[src/rtl/cpu_ctrl_pkg.sv]
// Shared definitions for the control sequencer that drives the
// Computational_unit datapath: FSM states, instruction opcode prefixes,
// register/source codes, data_bus select codes and reg_en bit positions.
// No ports (package).
package cpu_ctrl_pkg;

    localparam int PC_W    = 8;
    localparam int INSTR_W = 8;

    typedef enum logic [2:0] {
        ST_FETCH,
        ST_DECODE,
        ST_EXEC,
        ST_JADDR,
        ST_JLOAD
    } state_t;

    // Opcode prefixes, matched against the top bits of ir
    localparam logic       OP_LDI_PFX = 1'b0;
    localparam logic [1:0] OP_MOV_PFX = 2'b10;
    localparam logic [2:0] OP_ALU_PFX = 3'b110;
    localparam logic [7:0] OP_JMP     = 8'hE0;
    localparam logic [7:0] OP_JNZ     = 8'hE1;

    // Register codes used in dst/src fields
    localparam logic [2:0] CODE_X0   = 3'd0;
    localparam logic [2:0] CODE_X1   = 3'd1;
    localparam logic [2:0] CODE_Y0   = 3'd2;
    localparam logic [2:0] CODE_Y1   = 3'd3;
    localparam logic [2:0] DST_OREG  = 3'd4;
    localparam logic [2:0] SRC_R     = 3'd4;
    localparam logic [2:0] CODE_M    = 3'd5;
    localparam logic [2:0] CODE_I    = 3'd6;
    localparam logic [2:0] CODE_DM   = 3'd7;

    // data_bus source select codes beyond the plain register sources 0..7
    localparam logic [3:0] SEL_IMM   = 4'd8;
    localparam logic [3:0] SEL_IPINS = 4'd9;
    localparam logic [3:0] SEL_ZERO  = 4'd10;

    // reg_en bit positions
    localparam int RE_X0   = 0;
    localparam int RE_X1   = 1;
    localparam int RE_Y0   = 2;
    localparam int RE_Y1   = 3;
    localparam int RE_R    = 4;
    localparam int RE_M    = 5;
    localparam int RE_I    = 6;
    localparam int RE_DM   = 7;
    localparam int RE_OREG = 8;

    // Destination code to reg_en one-hot. Every code except o_reg already
    // equals its reg_en bit position, so only o_reg needs remapping.
    function automatic logic [8:0] dst_onehot(input logic [2:0] dst);
        logic [8:0] oh;
        oh = '0;
        case (dst)
            DST_OREG: oh[RE_OREG] = 1'b1;
            default:  oh[dst]     = 1'b1;
        endcase
        return oh;
    endfunction

endpackage

[src/rtl/instr_decode.sv]
// Combinational instruction decoder.
// Ports:
//   ir         in   8  latched instruction
//   source_sel out  4  data_bus mux select
//   reg_en     out  9  register write enables
//   i_sel      out  1  1: i <= i+m (post-increment), 0: i <= data_bus
//   x_sel      out  1  ALU x operand select
//   y_sel      out  1  ALU y operand select
//   is_jmp     out  1  instruction is JMP
//   is_jnz     out  1  instruction is JNZ
// Outputs are ungated; the sequencer only lets them through during EXEC.
module instr_decode
    import cpu_ctrl_pkg::*;
(
    input  logic [INSTR_W-1:0] ir,
    output logic [3:0]         source_sel,
    output logic [8:0]         reg_en,
    output logic               i_sel,
    output logic               x_sel,
    output logic               y_sel,
    output logic               is_jmp,
    output logic               is_jnz
);

    logic [2:0] ldi_dst;
    logic [2:0] mov_dst;
    logic [2:0] mov_src;

    assign ldi_dst = ir[6:4];
    assign mov_dst = ir[5:3];
    assign mov_src = ir[2:0];

    // Decode by prefix. Any access to dm bumps the index register i,
    // except when i itself is being written, in which case the bus value wins.
    always_comb begin
        source_sel = SEL_ZERO;
        reg_en     = '0;
        i_sel      = 1'b0;
        x_sel      = 1'b0;
        y_sel      = 1'b0;
        is_jmp     = 1'b0;
        is_jnz     = 1'b0;
        if (ir[7] == OP_LDI_PFX) begin
            source_sel = SEL_IMM;
            reg_en     = dst_onehot(ldi_dst);
            if (ldi_dst == CODE_DM) begin
                reg_en[RE_I] = 1'b1;
                i_sel        = 1'b1;
            end
        end else if (ir[7:6] == OP_MOV_PFX) begin
            reg_en     = dst_onehot(mov_dst);
            source_sel = (mov_dst == mov_src) ? SEL_IPINS : {1'b0, mov_src};
            if ((mov_dst == CODE_DM) || (mov_src == CODE_DM)) begin
                reg_en[RE_I] = 1'b1;
                i_sel        = (mov_dst != CODE_I);
            end
        end else if (ir[7:5] == OP_ALU_PFX) begin
            x_sel        = ir[4];
            y_sel        = ir[3];
            reg_en[RE_R] = 1'b1;
        end else begin
            is_jmp = (ir == OP_JMP);
            is_jnz = (ir == OP_JNZ);
        end
    end

endmodule

[src/rtl/control_sequencer.sv]
// Fetch/decode/sequence unit for the Computational_unit datapath.
// Ports:
//   clk         in   1     clock, all state on posedge
//   sync_reset  in   1     synchronous active-high reset
//   pm_addr     out  8     program ROM address (ROM answers one cycle later)
//   pm_data     in   8     program ROM read data
//   r_eq_0      in   1     datapath zero flag, used by JNZ
//   nibble_ir   out  4     ir[3:0], ALU function / immediate
//   source_sel  out  4     data_bus mux select (10 = constant zero)
//   reg_en      out  9     register write enables
//   i_sel       out  1     index register update select
//   x_sel       out  1     ALU x operand select
//   y_sel       out  1     ALU y operand select
//   pc          out  8     current program counter
module control_sequencer
    import cpu_ctrl_pkg::*;
(
    input  logic               clk,
    input  logic               sync_reset,
    output logic [PC_W-1:0]    pm_addr,
    input  logic [INSTR_W-1:0] pm_data,
    input  logic               r_eq_0,
    output logic [3:0]         nibble_ir,
    output logic [3:0]         source_sel,
    output logic [8:0]         reg_en,
    output logic               i_sel,
    output logic               x_sel,
    output logic               y_sel,
    output logic [PC_W-1:0]    pc
);

    state_t             state;
    state_t             state_next;
    logic [INSTR_W-1:0] ir;
    logic [INSTR_W-1:0] ir_next;
    logic [PC_W-1:0]    pc_next;

    logic [3:0] dec_source_sel;
    logic [8:0] dec_reg_en;
    logic       dec_i_sel;
    logic       dec_x_sel;
    logic       dec_y_sel;
    logic       dec_is_jmp;
    logic       dec_is_jnz;
    logic       jump_taken;
    logic       exec_active;

    instr_decode u_decode (
        .ir         (ir),
        .source_sel (dec_source_sel),
        .reg_en     (dec_reg_en),
        .i_sel      (dec_i_sel),
        .x_sel      (dec_x_sel),
        .y_sel      (dec_y_sel),
        .is_jmp     (dec_is_jmp),
        .is_jnz     (dec_is_jnz)
    );

    // State, pc and instruction registers
    always_ff @(posedge clk) begin
        if (sync_reset) begin
            state <= ST_FETCH;
            pc    <= '0;
            ir    <= '0;
        end else begin
            state <= state_next;
            pc    <= pc_next;
            ir    <= ir_next;
        end
    end

    assign jump_taken = dec_is_jmp || (dec_is_jnz && !r_eq_0);

    // Sequencing. pc already points at the address byte once a jump reaches
    // JADDR; a not-taken JNZ steps over that byte. pc wraps naturally at 8 bits.
    always_comb begin
        state_next = state;
        pc_next    = pc;
        ir_next    = ir;
        case (state)
            ST_FETCH: begin
                state_next = ST_DECODE;
            end
            ST_DECODE: begin
                ir_next    = pm_data;
                pc_next    = pc + 1'b1;
                state_next = ST_EXEC;
            end
            ST_EXEC: begin
                state_next = (dec_is_jmp || dec_is_jnz) ? ST_JADDR : ST_FETCH;
            end
            ST_JADDR: begin
                state_next = ST_JLOAD;
            end
            ST_JLOAD: begin
                pc_next    = jump_taken ? pm_data : pc + 1'b1;
                state_next = ST_FETCH;
            end
            default: begin
                state_next = ST_FETCH;
            end
        endcase
    end

    // Controls reach the datapath for the single EXEC cycle only, and are
    // held idle combinationally while reset is asserted.
    assign exec_active = (state == ST_EXEC) && !sync_reset;
    assign pm_addr     = pc;
    assign nibble_ir   = ir[3:0];
    assign reg_en      = exec_active ? dec_reg_en     : '0;
    assign source_sel  = exec_active ? dec_source_sel : SEL_ZERO;
    assign i_sel       = exec_active && dec_i_sel;
    assign x_sel       = exec_active && dec_x_sel;
    assign y_sel       = exec_active && dec_y_sel;

endmodule

[config.mk]
export PLATFORM = sky130hd
export DESIGN_NAME = control_sequencer
export DESIGN_NICKNAME = d
export VERILOG_FILES = /design/src/rtl/cpu_ctrl_pkg.sv /design/src/rtl/instr_decode.sv /design/src/rtl/control_sequencer.sv
export SDC_FILE = /design/constraint.sdc
export NUM_CORES = 1
export LEC_CHECK = 0
export ABC_AREA = 1
export CAP_MARGIN = 20
export CELL_PAD_IN_SITES_DETAIL_PLACEMENT = 1
export CELL_PAD_IN_SITES_GLOBAL_PLACEMENT = 2
export CORE_AREA = 2 2 88 81
export CTS_BUF_LIST = sky130_fd_sc_hd__clkbuf_16
export CTS_CLUSTER_SIZE = 16
export DETAILED_ROUTE_END_ITERATION = 10
export DIE_AREA = 0 0 90 83
export PLACE_DENSITY_LB_ADDON = 0.08
export SYNTH_ARGS = -nofsm -noshare
export SYNTH_HDL_FRONTEND = slang
export SYNTH_HIERARCHICAL = 1
export SYNTH_SLANG_ARGS = --single-unit
[constraint.sdc]
create_clock -name clk -period 1.7 [get_ports clk]
set_input_delay 0.17 -clock clk [delete_from_list [all_inputs] [get_ports clk]]
set_output_delay 0.17 -clock clk [all_outputs]
set_load 0.05 [all_outputs]
==> qor.yml, run 1 <==
detailed_routing:
  topRoutingLayerUsed: "met4"
  drt_wl_total_um: 4912
  num_vias: 1672
  drc_errors: 0
  met3_length_um: 198
  final_antenna_net_count: 0
  dr.pass1.iters: 3
  via_per_inst: 4.222
  drt-met1-wl_um: 2633
  drtIter0Drc: 39
  wl_per_cell_um: 12.40
  met2_length_um: 2061
clocking:
  cts-root-buf: "clkbuf_16"
  cts_tree: "built"
  worstSkewPairLatency_ns: 0.25
  h-tree-depth: 1
  cts_buffer_depth: 2
  path_clk_slew_ns: 0.06
  cts_hold_buf: 0
  clkSinkCount: 19
  cts_made_buffers: 3
synth:
  yosysSeqAreaShare_pct: 24.94
  synthAdderAreaFrac_pct: 0.8203
  synth_cells: 245
  synth_compound_area_share_pct: 15.26
  synth_top_family_by_area: "simple AND/OR/NAND/NOR gates"
  synth_xor_xnor_area_share_pct: 0.5742
  ys_top_cells_by_area: "dfxtp_1, nand2_1, inv_1"
  synth_seq_cells: 19
  syn_nets: 257
  synthSimpleGateAreaFrac_pct: 37.00
  ys_warn_count: 6
  synth_area_mm2: 0.001525
  muxShareOfSynthArea_pct: 0
  synth.distinct_cells: 27
  postSynthAreaPerCell_um2: 6.225
  yosys.area.top_type_share_pct: 24.94
  yosys.area.top_type: "dfxtp_1"
sta:
  hold_viol: 0
  period_needed_ns: 1.711
  finalWorstSetupSlack_ns: -0.01117
  fin_worst_skew_ns: 0.001618
  max_freq_mhz: 584.4
  post-route-period-util_pct: 100.7
  rsz0062_at_grt: "yes"
  slew_violations: 0
  max-slew-margin-rel_pct: 75.07
  tightestPinTransition_ns: 0.3725
  setup_viol: 1
  holdWs_ns: 0.4280
setup_path:
  r2r_slack_ns: 0.16
  path_max_fanout: 4
  cp-endpoint: "source_sel[1]"
  critPathLaunch: "ir[4]$_SDFFE_PP0N_"
  worstPathRequired_ns: 1.53
  rr_endpoint: "pc[5]$_SDFFE_PP0P_"
  r2r_start: "ir[3]$_SDFFE_PP0N_"
  critPathArrivalTime_ns: 1.54
  r2r_cells: 12
  path_class: "reg2out"
  cp-end-kind: "output port"
  startpoint_type: "flop"
  max_stage_delay_ns: 0.31
  crit_path_cell_trace: "buf_4 > xnor2_2 > nand3_4 > nand2_2 > nand2_2 > or2_4 > buf_12"
  crit_path_frequent_cell: "nand2_2"
  slowest_stage: "dfxtp_1"
global_route:
  grt_pass1_vias: 1672
  grt_max_degree: 15
  grt_pass1_wl_um: 8079
  grt_overflow: 0
  antenna_found_initial: 0
  grt_util_all_layers_pct: 12.97
cells_and_area:
  fillers: 829
  antenna_cells: 0
  layout_common_cells: "nand2_1, buf_4, inv_1"
  drive_gt1_share_pct: 49.02
  nNetsFinal: 319
  syn2layout_area_growth_pct: 69.15
  final_common_cell: "nand2_1"
  fin_util_pct: 39.59
pwr:
  power.leakage_nw: 1.118
  clockPowerShare_pct: 30.9
  power_density_mw_per_mm2: 619.5
  peakVddDrop_uv: 344.7
  p_sw_share_pct: 36.33
  p_int_mw: 1.018
  power_switching_uw: 580.7
  p_total_mw: 1.598
  p_comb_share_pct: 36.6
  pwr-share-seq_pct: 32.4
floorplanning:
  dieWidth_um: 90
  initial_utilization_pct: 23.41
  rows: 28
  core_mm2: 0.006516
  die_y_um: 83
  dieArea_mm2: 0.007470
  ios: 47
place:
  routabilityCongestion: 0.7431
  port_buffers: 46
  hpwl_um: 3797
flow_run:
  cap_violations: 0
outcome:
  violations: "negative setup slack"
  status: "finished, violations left"
worst_hold_path:
  worstHoldPathType: "in2reg"
==> synthesized netlist by cell type (all sizes together) <==
cell / count
nor4: 2
a21oi: 20
o22ai: 6
buf: 17
nor3: 3
ha: 1
nand4: 1
xnor2: 1
or2: 4
o21ai: 13
o211ai: 1
nand2: 61
inv: 49
nor2: 27
nand3: 20
dfxtp: 19
==> cell families (layout without fill, tap and decap cells) <==
kind of cell	Yosys count	count (layout)
adders and majority gates	1	1
and+or+nand+nor	118	118
AOI/OAI and AO/OA	40	40
xor gates and xnor gates	1	1
DFF	19	19
buffers and inverters	66	127
==> critical path: cells and delay by family, from the launching register on <==
family | cells | cell delay (ns)
XOR/XNOR | 1 | 0.17
flip-flops | 1 | 0.31
AND/OR/NAND/NOR | 4 | 0.49
buffers and inverters | 2 | 0.30
==> stage by stage <==
step	area [um2]	setup slack [ns]	setup TNS [ns]	std cells
2_1_floorplan	1525	0.02208	0	245
3_3_place_gp	2208	0.01011	0	383
3_5_place_dp	2208	-0.03940	-0.05917	383
4_1_cts	2425	-0.02850	-0.02850	393
5_1_grt	2580	-0.09506	-0.6775	396
6_report	2580	-0.01117	-0.01117	396
==> power by group through the flow <==
stage	Combinational [mW]	Sequential, mW	Clock [mW]
after floorplan	0.305	0.556	0
after detailed placement	0.495	0.521	0
after global placement	0.494	0.521	0
after CTS	0.539	0.517	0.513
final	0.585	0.518	0.494
after global routing	0.637	0.525	0.531
==> layout make-up <==
type | count | area (um2) | share of cell area (%)
multi-input combinational | 160 | 988.4 | 38.31
tap | 90 | 112.6 | 4.365
clock inverter | 1 | 5.005 | 0.1940
clock buffer | 3 | 75.07 | 2.910
inverter | 49 | 202.7 | 7.856
sequential | 19 | 395.4 | 15.32
timing repair inverter | 1 | 6.256 | 0.2425
timing repair buffer | 73 | 794.5 | 30.80
==> metal layers <==
layer / vias up / global-route usage, %
li1: 875 / -
met1: 766 / 19.17
met2: 29 / 19.75
met3: 2 / 2.813
met4: 0 / 1.678
met5: - / 0
==> state kept, by name, indices dropped and copies added, names as in the netlist <==
register,flops
ir,8
pc,8
state,3
==> how the worst min path moves through the flow <==
stage | to | slack [ns] | cells past startpoint | start
2_1_floorplan | ir[2]$_SDFFE_PP0N_ | 0.31 | 2 | pm_data[2]
3_3_place_gp | pc[7]$_SDFFE_PP0P_ | 0.52 | 2 | pc[7]$_SDFFE_PP0P_
3_5_place_dp | pc[7]$_SDFFE_PP0P_ | 0.53 | 2 | pc[7]$_SDFFE_PP0P_
4_1_cts | pc[5]$_SDFFE_PP0P_ | 0.43 | 3 | sync_reset
5_1_grt | pc[6]$_SDFFE_PP0P_ | 0.45 | 3 | sync_reset
6_report | pc[7]$_SDFFE_PP0P_ | 0.43 | 3 | sync_reset
==> timing repair <==
item                                    in CTS  in global routing
gates cloned                                 1                  0
setup buffers                                5                  3
endpoints found under the setup margin      18                 24
pin swaps                                   12                 19
resized for setup                           33                 41
Note: power is estimated with default switching activity, not from simulation.
==> inputs of run 2 (changes only) <==
- CORE_AREA: 2 2 88 81 -> 2 2 84 78
- DIE_AREA: 0 0 90 83 -> 0 0 86 80
- MAX_ROUTING_LAYER: unset -> met4
- clock period: 1.7 -> 2.08 ns (I/O delays scaled with it)
==> run 2 against run 1 <==
The flow now finishes without violations. Via count down 3.6%. Register-to-register slack improved by 0.12 ns. Cell count is 9.6% lower. Core utilization decreased by 2.3 points. Routed wire length shrank 7.2%. Clock power decreased by 19%. Sequential power down 18%.
==> qor.yml, run 2 (synthesized netlist as in run 1, its figures left out) <==
outcome:
  status: "complete, no violations"
setup_path:
  path_max_fanout: 6  # +2
  startpoint_type: "flop"
  critPathArrivalTime_ns: 1.65  # +0.11 ns
  path_class: "reg2out"
  r2r_cells: 10  # -2
  worstPathRequired_ns: 1.87  # +0.34 ns
  cp-end-kind: "output port"
pwr:
  power_density_mw_per_mm2: 539.1  # -13%
  power.leakage_nw: 0.9168  # -18%
  peakVddDrop_uv: 350.3  # +1.6%
  p_total_mw: 1.203  # -25%
sta:
  max-slew-margin-rel_pct: 66.68  # -8.4 points
  max_freq_mhz: 538.7
  rsz0062_at_grt: "no"
  slew_violations: 0  # unchanged
  setup_viol: 0  # -1
  tightestPinTransition_ns: 0.4983  # +0.1258 ns
  timing.setup.tns_ns: 0  # +0.01117 ns
  post-route-period-util_pct: 89.24
  period_needed_ns: 1.856
  fin_worst_skew_ns: 0.001550  # -0.00006847 ns
  hold_viol: 0  # unchanged
floorplanning:
  ios: 47  # unchanged
  dieArea_mm2: 0.006880  # -7.9%
  die_y_um: 80  # -3.6%
  rows: 27  # -3.6%
  core_mm2: 0.005979  # -8.2%
  dieWidth_um: 86  # -4.4%
  initial_utilization_pct: 25.51  # +2.1 points
detailed_routing:
  wl_per_cell_um: 12.73  # +2.7%
  topRoutingLayerUsed: "met4"
  met2_length_um: 1877  # -8.9%
  via_per_inst: 4.503  # +6.6%
  met3_length_um: 165  # -17%
  dr.pass1.iters: 4  # +1
  drt-met1-wl_um: 2500  # -5.1%
  drt_wl_total_um: 4559  # -7.2%
  final_antenna_net_count: 0  # unchanged
  drc_errors: 0  # unchanged
  num_vias: 1612  # -3.6%
  drtIter0Drc: 46  # +18%
global_route:
  grt_pass1_wl_um: 7672  # -5.0%
  antenna_found_initial: 0  # unchanged
  grt_pass1_vias: 1601  # -4.2%
  grt_overflow: 0  # unchanged
  grt_max_degree: 17  # +2
  grt_util_all_layers_pct: 14.32  # +1.3 points
cells_and_area:
  nNetsFinal: 299  # -6.3%
  layout_common_cells: "nand2_1, inv_1, clkdlybuf4s50_1"
  final_common_cell: "nand2_1"
  largest_registers: "ir (8), pc (8), state (3)"
  syn2layout_area_growth_pct: 46.35
  antenna_cells: 0  # unchanged
  postLayoutCellArea_mm2: 0.002232  # -13%
  drive_gt1_share_pct: 20.28  # -29 points
  fillers: 765  # -7.7%
clocking:
  cts_hold_buf: 0  # unchanged
  cts_resized: 0  # -100%
  cts_made_buffers: 3  # unchanged
  post-cts-setup-buffers: 0  # -5
  clkSinkCount: 19  # unchanged
  cts-root-buf: "clkbuf_16"
  cts_buffer_depth: 2  # unchanged
  path_clk_slew_ns: 0.06  # about the same
  h-tree-depth: 1  # unchanged
  cts_tree: "built"
  worstSkewPairLatency_ns: 0.25  # about the same
place:
  port_buffers: 46  # unchanged
  placed_cell_area_mm2: 0.002153  # -2.5%
  hpwl_um: 3629  # -4.4%
  routabilityCongestion: 0.8172  # +10%
flow_run:
  cap_violations: 0  # unchanged
worst_hold_path:
  hold_depth: 2  # -1
  worstHoldPathType: "reg2reg"
[run 2: power breakdown]
group | switching, mW | internal, mW | total, mW | leakage, nW
Clock | 0.144 | 0.256 | 0.400 | 0.0423
Combinational | 0.247 | 0.133 | 0.380 | 0.719
Sequential | 0.0329 | 0.390 | 0.423 | 0.155
[run 2: cell type report]
cell class / instances / area, um2 / share of cell area, %
flip-flops and latches: 19 / 380.4 / 17.04
inverters: 49 / 183.9 / 8.240
clock inverters: 1 / 3.754 / 0.1682
clock buffers: 3 / 75.07 / 3.363
multi-input cells: 160 / 818.3 / 36.66
repair buffers: 54 / 680.7 / 30.49
well taps: 72 / 90.09 / 4.036
[run 2: metrics by stage]
stage / utilization, % / setup slack, ns / instances / hold WS [ns]
after floorplan: - / 0.3641 / 245 / 0.3509
after global placement: 36.01 / 0.3556 / 354 / 0.5193
after detailed placement: 36.01 / 0.3068 / 354 / 0.5266
after CTS: 37.33 / 0.2060 / 358 / 0.5358
final: 37.33 / 0.2238 / 358 / 0.5281
after global routing: 37.33 / 0.05096 / 358 / 0.5580
[run 2: path summary, 6_finish.rpt]
kind	startpoint	end	slack, ns
max	ir[7]$_SDFFE_PP0N_	reg_en[1]	0.22
min	pc[7]$_SDFFE_PP0P_	pc[7]$_SDFFE_PP0P_	0.53
max reg2reg	ir[6]$_SDFFE_PP0N_	pc[1]$_SDFFE_PP0P_	0.28
min reg2reg	pc[7]$_SDFFE_PP0P_	pc[7]$_SDFFE_PP0P_	0.53
[run 2: routing by layer]
metal / global-route usage (%) / vias up
li1: - / 837
met1: 20.41 / 745
met2: 20.93 / 28
met3: 3.102 / 2
met4: 2.381 / 0
met5: - / -
[run 2: worst max-delay path, stage by stage (launching register included)]
cell	delay (ns)
dfxtp_1	0.41
inv_1	0.11
nor2_4	0.16
nand2_1	0.14
o22ai_1	0.17
inv_1	0.06
nor2_1	0.18
buf_12	0.16
==> inputs of run 3 (changes only) <==
- CTS_CLUSTER_SIZE: 16 -> 14
- TNS_END_PERCENT: unset -> 20
==> results of run 3 <==
Same layout as run 2: the final DEF is identical, and so are final timing and power.
